**src/rtl/data_skewer_pkg.sv**
```systemverilog
// Shared definitions for the 2d-stream skew generator.
// Status bit positions and counter sizing helper.
package data_skewer_pkg;

  localparam int STS_OVF   = 0;
  localparam int STS_EMPTY = 1;
  localparam int STS_FULL  = 2;
  localparam int STS_PEND  = 3;

  // One spare bit keeps release stamps unambiguous across wrap.
  function automatic int cnt_w(input int delay);
    return $clog2(delay + 1) + 1;
  endfunction

endpackage

```
**src/rtl/data_skewer_fifo.sv**
```systemverilog
// Single-clock circular FIFO with registered flags.
// Push while full is accepted only alongside a pop.
module skew_fifo #(
  parameter int W     = 8,
  parameter int DEPTH = 4
) (
  input  logic         clk,
  input  logic         aresetn,
  input  logic         push_i,
  input  logic [W-1:0] data_i,
  input  logic         pop_i,
  output logic [W-1:0] data_o,
  output logic         empty_o,
  output logic         full_o
);

  localparam int AW = (DEPTH > 1) ? $clog2(DEPTH) : 1;
  localparam int CW = $clog2(DEPTH + 1);
  localparam logic [AW-1:0] LAST = AW'(DEPTH - 1);
  localparam logic [CW-1:0] FULL_CNT = CW'(DEPTH);

  logic [W-1:0]  mem_q [DEPTH];
  logic [W-1:0]  mem_d [DEPTH];
  logic [AW-1:0] wr_q, wr_d;
  logic [AW-1:0] rd_q, rd_d;
  logic [CW-1:0] cnt_q, cnt_d;
  logic          empty_q, empty_d;
  logic          full_q, full_d;
  logic          do_push, do_pop;

  function automatic logic [AW-1:0] inc(
    input logic [AW-1:0] p
  );
    return (p == LAST) ? '0 : p + AW'(1);
  endfunction

  always_comb begin
    do_pop  = pop_i & ~empty_q;
    do_push = push_i & (~full_q | do_pop);
    mem_d   = mem_q;
    wr_d    = wr_q;
    rd_d    = rd_q;
    cnt_d   = cnt_q;
    if (do_push) begin
      mem_d[wr_q] = data_i;
      wr_d        = inc(wr_q);
    end
    if (do_pop) rd_d = inc(rd_q);
    if (do_push && !do_pop) cnt_d = cnt_q + CW'(1);
    if (do_pop && !do_push) cnt_d = cnt_q - CW'(1);
    empty_d = (cnt_d == '0);
    full_d  = (cnt_d == FULL_CNT);
  end

  always_ff @(posedge clk or negedge aresetn) begin
    if (!aresetn) begin
      mem_q   <= '{default: '0};
      wr_q    <= '0;
      rd_q    <= '0;
      cnt_q   <= '0;
      empty_q <= 1'b1;
      full_q  <= 1'b0;
    end else begin
      mem_q   <= mem_d;
      wr_q    <= wr_d;
      rd_q    <= rd_d;
      cnt_q   <= cnt_d;
      empty_q <= empty_d;
      full_q  <= full_d;
    end
  end

  assign data_o  = mem_q[rd_q];
  assign empty_o = empty_q;
  assign full_o  = full_q;

endmodule

```
**src/rtl/data_skewer.sv**
```systemverilog
// Splits an aligned pair stream into two streams, the 2d one
// lagging by a fixed number of clocks via a timestamped FIFO.
module data_skewer
  import data_skewer_pkg::*;
#(
  parameter int                   DATA_W_1ST         = 32,
  parameter int                   DATA_W_2D          = 32,
  parameter logic [DATA_W_2D-1:0] DEFAULT_ELEMENT_2D = '0,
  parameter int                   DELAY_BW_1ST_2D    = 4,
  parameter int                   DEPTH_FIFO         = DELAY_BW_1ST_2D
) (
  input  logic                  clk,
  input  logic                  aresetn,
  input  logic [DATA_W_1ST-1:0] data_1st_i,
  input  logic [DATA_W_2D-1:0]  data_2d_i,
  input  logic                  vld_i,
  output logic [DATA_W_1ST-1:0] data_1st_o,
  output logic                  vld_1st_o,
  output logic [DATA_W_2D-1:0]  data_2d_o,
  output logic                  vld_2d_o,
  output logic [3:0]            statuses_o
);

  localparam int CNT_W = cnt_w(DELAY_BW_1ST_2D);

  logic [DATA_W_1ST-1:0] data_1st_q, data_1st_d;
  logic                  vld_1st_q, vld_1st_d;
  logic [DATA_W_2D-1:0]  data_2d_q, data_2d_d;
  logic                  vld_2d_q, vld_2d_d;
  logic [3:0]            sts;

  always_comb begin
    vld_1st_d  = vld_i;
    data_1st_d = vld_i ? data_1st_i : data_1st_q;
  end

  generate
    if (DELAY_BW_1ST_2D == 0) begin : g_bypass
      always_comb begin
        vld_2d_d        = vld_i;
        data_2d_d       = vld_i ? data_2d_i : DEFAULT_ELEMENT_2D;
        sts             = '0;
        sts[STS_EMPTY]  = 1'b1;
      end
    end else begin : g_fifo
      typedef struct packed {
        logic [DATA_W_2D-1:0] data;
        logic [CNT_W-1:0]     rel;
      } entry_t;

      entry_t           push_e, head_e;
      logic [CNT_W-1:0] cnt_q, cnt_d;
      logic             ovf_q, ovf_d;
      logic             pop, empty, full;

      // Head leaves exactly when the free-running count hits its stamp.
      always_comb begin
        cnt_d          = cnt_q + CNT_W'(1);
        push_e.data    = data_2d_i;
        push_e.rel     = cnt_q + CNT_W'(DELAY_BW_1ST_2D);
        pop            = ~empty & (head_e.rel == cnt_q);
        ovf_d          = ovf_q | (vld_i & full & ~pop);
        vld_2d_d       = pop;
        data_2d_d      = pop ? head_e.data : DEFAULT_ELEMENT_2D;
        sts            = '0;
        sts[STS_OVF]   = ovf_q;
        sts[STS_EMPTY] = empty;
        sts[STS_FULL]  = full;
        sts[STS_PEND]  = ~empty;
      end

      skew_fifo #(
        .W     ($bits(entry_t)),
        .DEPTH (DEPTH_FIFO)
      ) u_fifo (
        .clk     (clk),
        .aresetn (aresetn),
        .push_i  (vld_i),
        .data_i  (push_e),
        .pop_i   (pop),
        .data_o  (head_e),
        .empty_o (empty),
        .full_o  (full)
      );

      always_ff @(posedge clk or negedge aresetn) begin
        if (!aresetn) begin
          cnt_q <= '0;
          ovf_q <= 1'b0;
        end else begin
          cnt_q <= cnt_d;
          ovf_q <= ovf_d;
        end
      end
    end
  endgenerate

  always_ff @(posedge clk or negedge aresetn) begin
    if (!aresetn) begin
      data_1st_q <= '0;
      vld_1st_q  <= 1'b0;
      data_2d_q  <= DEFAULT_ELEMENT_2D;
      vld_2d_q   <= 1'b0;
    end else begin
      data_1st_q <= data_1st_d;
      vld_1st_q  <= vld_1st_d;
      data_2d_q  <= data_2d_d;
      vld_2d_q   <= vld_2d_d;
    end
  end

  assign data_1st_o = data_1st_q;
  assign vld_1st_o  = vld_1st_q;
  assign data_2d_o  = data_2d_q;
  assign vld_2d_o   = vld_2d_q;
  assign statuses_o = sts;

endmodule

```
**config.mk**
```make
export PLATFORM = sky130hd
export DESIGN_NAME = data_skewer
export DESIGN_NICKNAME = d
export VERILOG_FILES = /design/src/rtl/data_skewer_pkg.sv /design/src/rtl/data_skewer_fifo.sv /design/src/rtl/data_skewer.sv
export SDC_FILE = /design/constraint.sdc
export NUM_CORES = 1
export LEC_CHECK = 0
export ABC_AREA = 1
export BUFFER_PORTS_ARGS = -buffer_cell sky130_fd_sc_hd__buf_2
export CAP_MARGIN = 0
export CORE_MARGIN = 2
export CORE_UTILIZATION = 51
export DETAILED_ROUTE_END_ITERATION = 8
export PLACE_DENSITY = 0.82
export SLEW_MARGIN = 20
export SYNTH_ARGS = -nofsm -noshare
export SYNTH_HDL_FRONTEND = slang
export SYNTH_SLANG_ARGS = --single-unit
```
**constraint.sdc**
```tcl
create_clock -name clk -period 2.1 [get_ports clk]
set_clock_uncertainty 0.2 [all_clocks]
set_input_delay 0.42 -clock clk [delete_from_list [all_inputs] [get_ports clk]]
set_output_delay 0.42 -clock clk [all_outputs]
set_load 0.03 [all_outputs]
```
==> impl_metrics.sql <==
INSERT INTO impl_metrics (metric_group, metric, value, unit) VALUES
('floorplanning', 'effective_utilization_at_floorplan', '52.2', '%'),
('setup_path', 'rr_worst_depth', '12', ''),
('timing', 'share_of_the_cycle_needed_by_the_critical_path_after_routing', '118', '%'),
('synth', 'mappedNetlistArea', '9420', 'um^2'),
('setup_path', 'crit_path_cells', 'buf_12 -> nand2_2 -> nand3_2 -> nand3_2 -> nand2_1 -> nor2_4 -> nand3_2 -> a21oi_4 -> buf_12 -> nand2_2 -> buf_12 -> o21ai_0', ''),
('clocking', 'clock_sink_count', '224', ''),
('grt', 'grt.overflow.total', '0', ''),
('floorplanning', 'boundaryPins', '137', ''),
('setup_path', 'crit-reg2reg-launch', 'g_fifo.u_fifo.rd_q[0]$_DFFE_PN0N_', ''),
('floorplanning', 'die_h', '140', 'um'),
('power_and_ir_drop', 'share_clk_of_total_power', '21.6', '%'),
('synth', 'synth_area_per_cell', '9.02', 'um^2'),
('timing', 'rsz0062_at_grt', 'yes', ''),
('synth', 'post_synth_inst_count', '1044', ''),
('job', 'maxCapViolations', '0', ''),
('setup_path', 'worst-r2r-setup-slack', '-0.38', 'ns'),
('setup_path', 'worst_setup_path_end_kind', 'flop', ''),
('finish', 'relative_area_change_from_synthesis_to_final_layout', '38.0', '%'),
('grt', 'first_pass_grt_wire_length', '40500', 'um'),
('grt', 'first_global_vias', '8096', ''),
('timing', 'worst_pin_slew', '0.789', 'ns'),
('power_and_ir_drop', 'int_pwr', '12.0', 'mW'),
('hold_path', 'min_path_cells', '3', ''),
('drt', 'dr.first_iter.drc_count', '818', ''),
('timing', 'finalWorstSetupSlack', '-0.383', 'ns'),
('setup_path', 'crit_path_start_kind', 'flop', ''),
('drt', 'route.detailed.wl_per_inst', '19.8', 'um'),
('floorplanning', 'core', '18000', 'um^2'),
('setup_path', 'cpPeakStageDelay', '0.45', 'ns'),
('run_status', 'run_status', 'finished with violations', ''),
('placed_design', 'placedCellCount', '1376', ''),
('clocking', 'cts_tree', 'done', ''),
('finish', 'filler_free_cell_count_of_the_finished_design', '1484', ''),
('clocking', 'htree_levels', '1', ''),
('drt', 'finalWirelength', '29300', 'um'),
('clocking', 'clock_pin_slew_of_the_registers_on_the_worst_case_setup_and_hold_paths', '0.07', 'ns'),
('power_and_ir_drop', 'power_per_cell_area', '1570', 'nW/um^2'),
('placed_design', 'place_hpwl', '12700', 'um'),
('floorplanning', 'fp-row-count', '49', ''),
('synth', 'synth_top_cell_by_area', 'dfrtp_1', ''),
('setup_path', 'path_max_fanout', '45', ''),
('timing', 'timing.max_slew.rel_slack', '47.4', '%'),
('power_and_ir_drop', 'switching_power', '8.37', 'mW'),
('finish', 'antennaDiodeCount', '0', ''),
('synth', 'synth.yosys.warnings', '0', ''),
('synth', 'post_synth_num_cell_types', '30', ''),
('clocking', 'clock_path_buffers', '3', ''),
('drt', 'drt.antenna.violating_nets', '0', ''),
('power_and_ir_drop', 'ir_drop', '1.21', 'mV'),
('setup_path', 'critPathBufInv', '3', ''),
('finish', 'design_area', '13000', 'um^2'),
('clocking', 'clock-root-buffer', 'clkbuf_16', ''),
('timing', 'min_period', '2.48', 'ns'),
('floorplanning', 'die_x', '140', 'um'),
('power_and_ir_drop', 'power.switching_fraction', '41.1', '%'),
('timing', 'setup_viol', '186', ''),
('placed_design', 'dpl-instance-area', '10400', 'um^2'),
('hold_path', 'hold_path_end', 'g_fifo.u_fifo.mem_q[58]$_DFFE_PN0P_', ''),
('grt', 'grt_antenna_before_repair', '0', ''),
('synth', 'synthesis.nets', '1119', ''),
('placed_design', 'place.gp.congestion', '0.853', ''),
('synth', 'synth.area.top_cells', 'dfrtp_1, nand2_1, o21ai_0, nor2_1, o21ai_2', ''),
('setup_path', 'worst-endpoint-arrival', '2.68', 'ns'),
('placed_design', 'portBuffers', '136', ''),
('drt', 'detail_route.drc_violations', '0', ''),
('run_status', 'violated_checks', 'setup timing', ''),
('synth', 'ys_seq_area_share', '59.5', '%'),
('drt', 'length_of_the_first_detailed_routing_pass_in_iterations', '5', ''),
('clocking', 'tritoncts.num_buffers', '23', ''),
('drt', 'num_vias', '8585', ''),
('grt', 'global_route.usage.total', '25.4', '%');
[layout make-up]
type                            count  area, um^2
Sequential cell                   224        5610
Fill cell                        1116        5030
Multi-Input combinational cell    706        4000
Timing Repair Buffer              236        2110
Clock buffer                       35         671
Tap cell                          229         287
Inverter                           48         190
Clock inverter                      6         134
[cell usage after synthesis]
master	count
nand2_1	286
dfrtp_1	223
o21ai_0	140
nor2_1	133
inv_1	45
clkbuf_1	38
o21ai_1	38
a21oi_1	32
o21ai_2	32
nand3_1	18
buf_6	14
ha_1	8
buf_1	6
buf_4	5
buf_2	3
nand4_1	3
xor2_1	3
nand2_2	2
nand2_4	2
nor2_2	2
xnor2_1	2
a21oi_4	1
a31o_2	1
clkinv_1	1
dfstp_2	1
inv_2	1
inv_4	1
nand3_2	1
nand3b_1	1
or2_2	1
[cells by family (layout without fill, tap and decap cells)]
logic type | after synthesis | after routing | synth area share (%)
AND/OR/NAND/NOR | 449 | 449 | 18.6
AO/OA/AOI/OAI | 244 | 244 | 14.4
flip-flops | 224 | 224 | 59.5
buffers and inverters | 114 | 325 | 5.93
adder cells (fa/ha/maj) | 8 | 8 | 1.06
XOR/XNOR | 5 | 5 | 0.465
[per-layer routing]
metal	vias up	global-route usage, %	routed length, um
met3	129	4.92	2850
li1	3753	-	-
met5	-	0	0
met4	0	7.84	1290
met2	534	43.0	14400
met1	4169	33.6	10800
[state kept, by name, indices dropped and copies added (netlist names)]
name                   flops
g_fifo.u_fifo.wr_q         2
g_fifo.u_fifo.rd_q         2
vld_1st_o                  1
g_fifo.u_fifo.empty_o      1
g_fifo.cnt_q               4
data_1st_o                32
g_fifo.ovf_q               1
data_2d_o                 32
g_fifo.u_fifo.cnt_q        3
g_fifo.u_fifo.mem_q      144
vld_2d_o                   1
g_fifo.u_fifo.full_o       1
[per-stage QoR]
stage / setup WS, ns / TNS [ns] / hold slack (ns)
floorplan: 0.0461 / 0 / -0.0756
global placement: -0.0506 / -1.19 / 0.176
detailed placement: -0.131 / -7.52 / 0.177
CTS: -0.125 / -8.62 / 0.00343
global route: -0.464 / -55.34 / 0.0286
finish: -0.383 / -36.60 / 0.00884
[layout by cell type (no fill, tap or decap), drive strengths merged]
master         n
nand2        290
dfrtp        223
o21ai        210
buf          193
nor2         135
inv           47
clkbuf        41
dlygate4sd3   37
a21oi         33
nand3         19
ha             8
bufinv         4
nand4          3
xor2           3
clkinv         3
xnor2          2
nand3b         1
or2            1
a31o           1
dfstp          1
[power by group through the flow]
stage          logic [mW]  clock network [mW]  registers (mW)
3_3_place_gp         5.81                   0            6.81
4_1_cts              7.05                4.39            6.86
2_1_floorplan        3.88                   0            7.24
3_5_place_dp         6.04                   0            6.85
6_report             8.82                4.39            7.16
5_1_grt              9.42                4.59            7.32
[repair_timing]
action	4_1_cts	5_1_grt
endpoints found under the hold margin	84	0
gates cloned	9	9
setup buffers	8	5
hold buffers	37	0
setup endpoints to repair	147	187
pin swaps	1	6
resized for setup	77	196
[how the worst max path moves through the flow]
| stage | to | depth (start not counted) | slack [ns] |
|---|---|---|---|
| finish | g_fifo.u_fifo.mem_q[116]$_DFFE_PN0P_ | 12 | -0.38 |
| global route | g_fifo.u_fifo.mem_q[116]$_DFFE_PN0P_ | 12 | -0.46 |
| CTS | g_fifo.u_fifo.mem_q[63]$_DFFE_PN0P_ | 13 | -0.12 |
| detailed placement | g_fifo.u_fifo.mem_q[120]$_DFFE_PN0P_ | 14 | -0.13 |
| global placement | g_fifo.u_fifo.mem_q[19]$_DFFE_PN0P_ | 14 | -0.05 |
| floorplan | g_fifo.u_fifo.mem_q[17]$_DFFE_PN0P_ | 13 | 0.05 |
[worst min-delay path: cells and delay by family]
family | cells | cell delay [ns]
compound gates | 1 | 0.13
buf+inv | 2 | 0.14
Note: power is estimated with default switching activity, not from simulation.
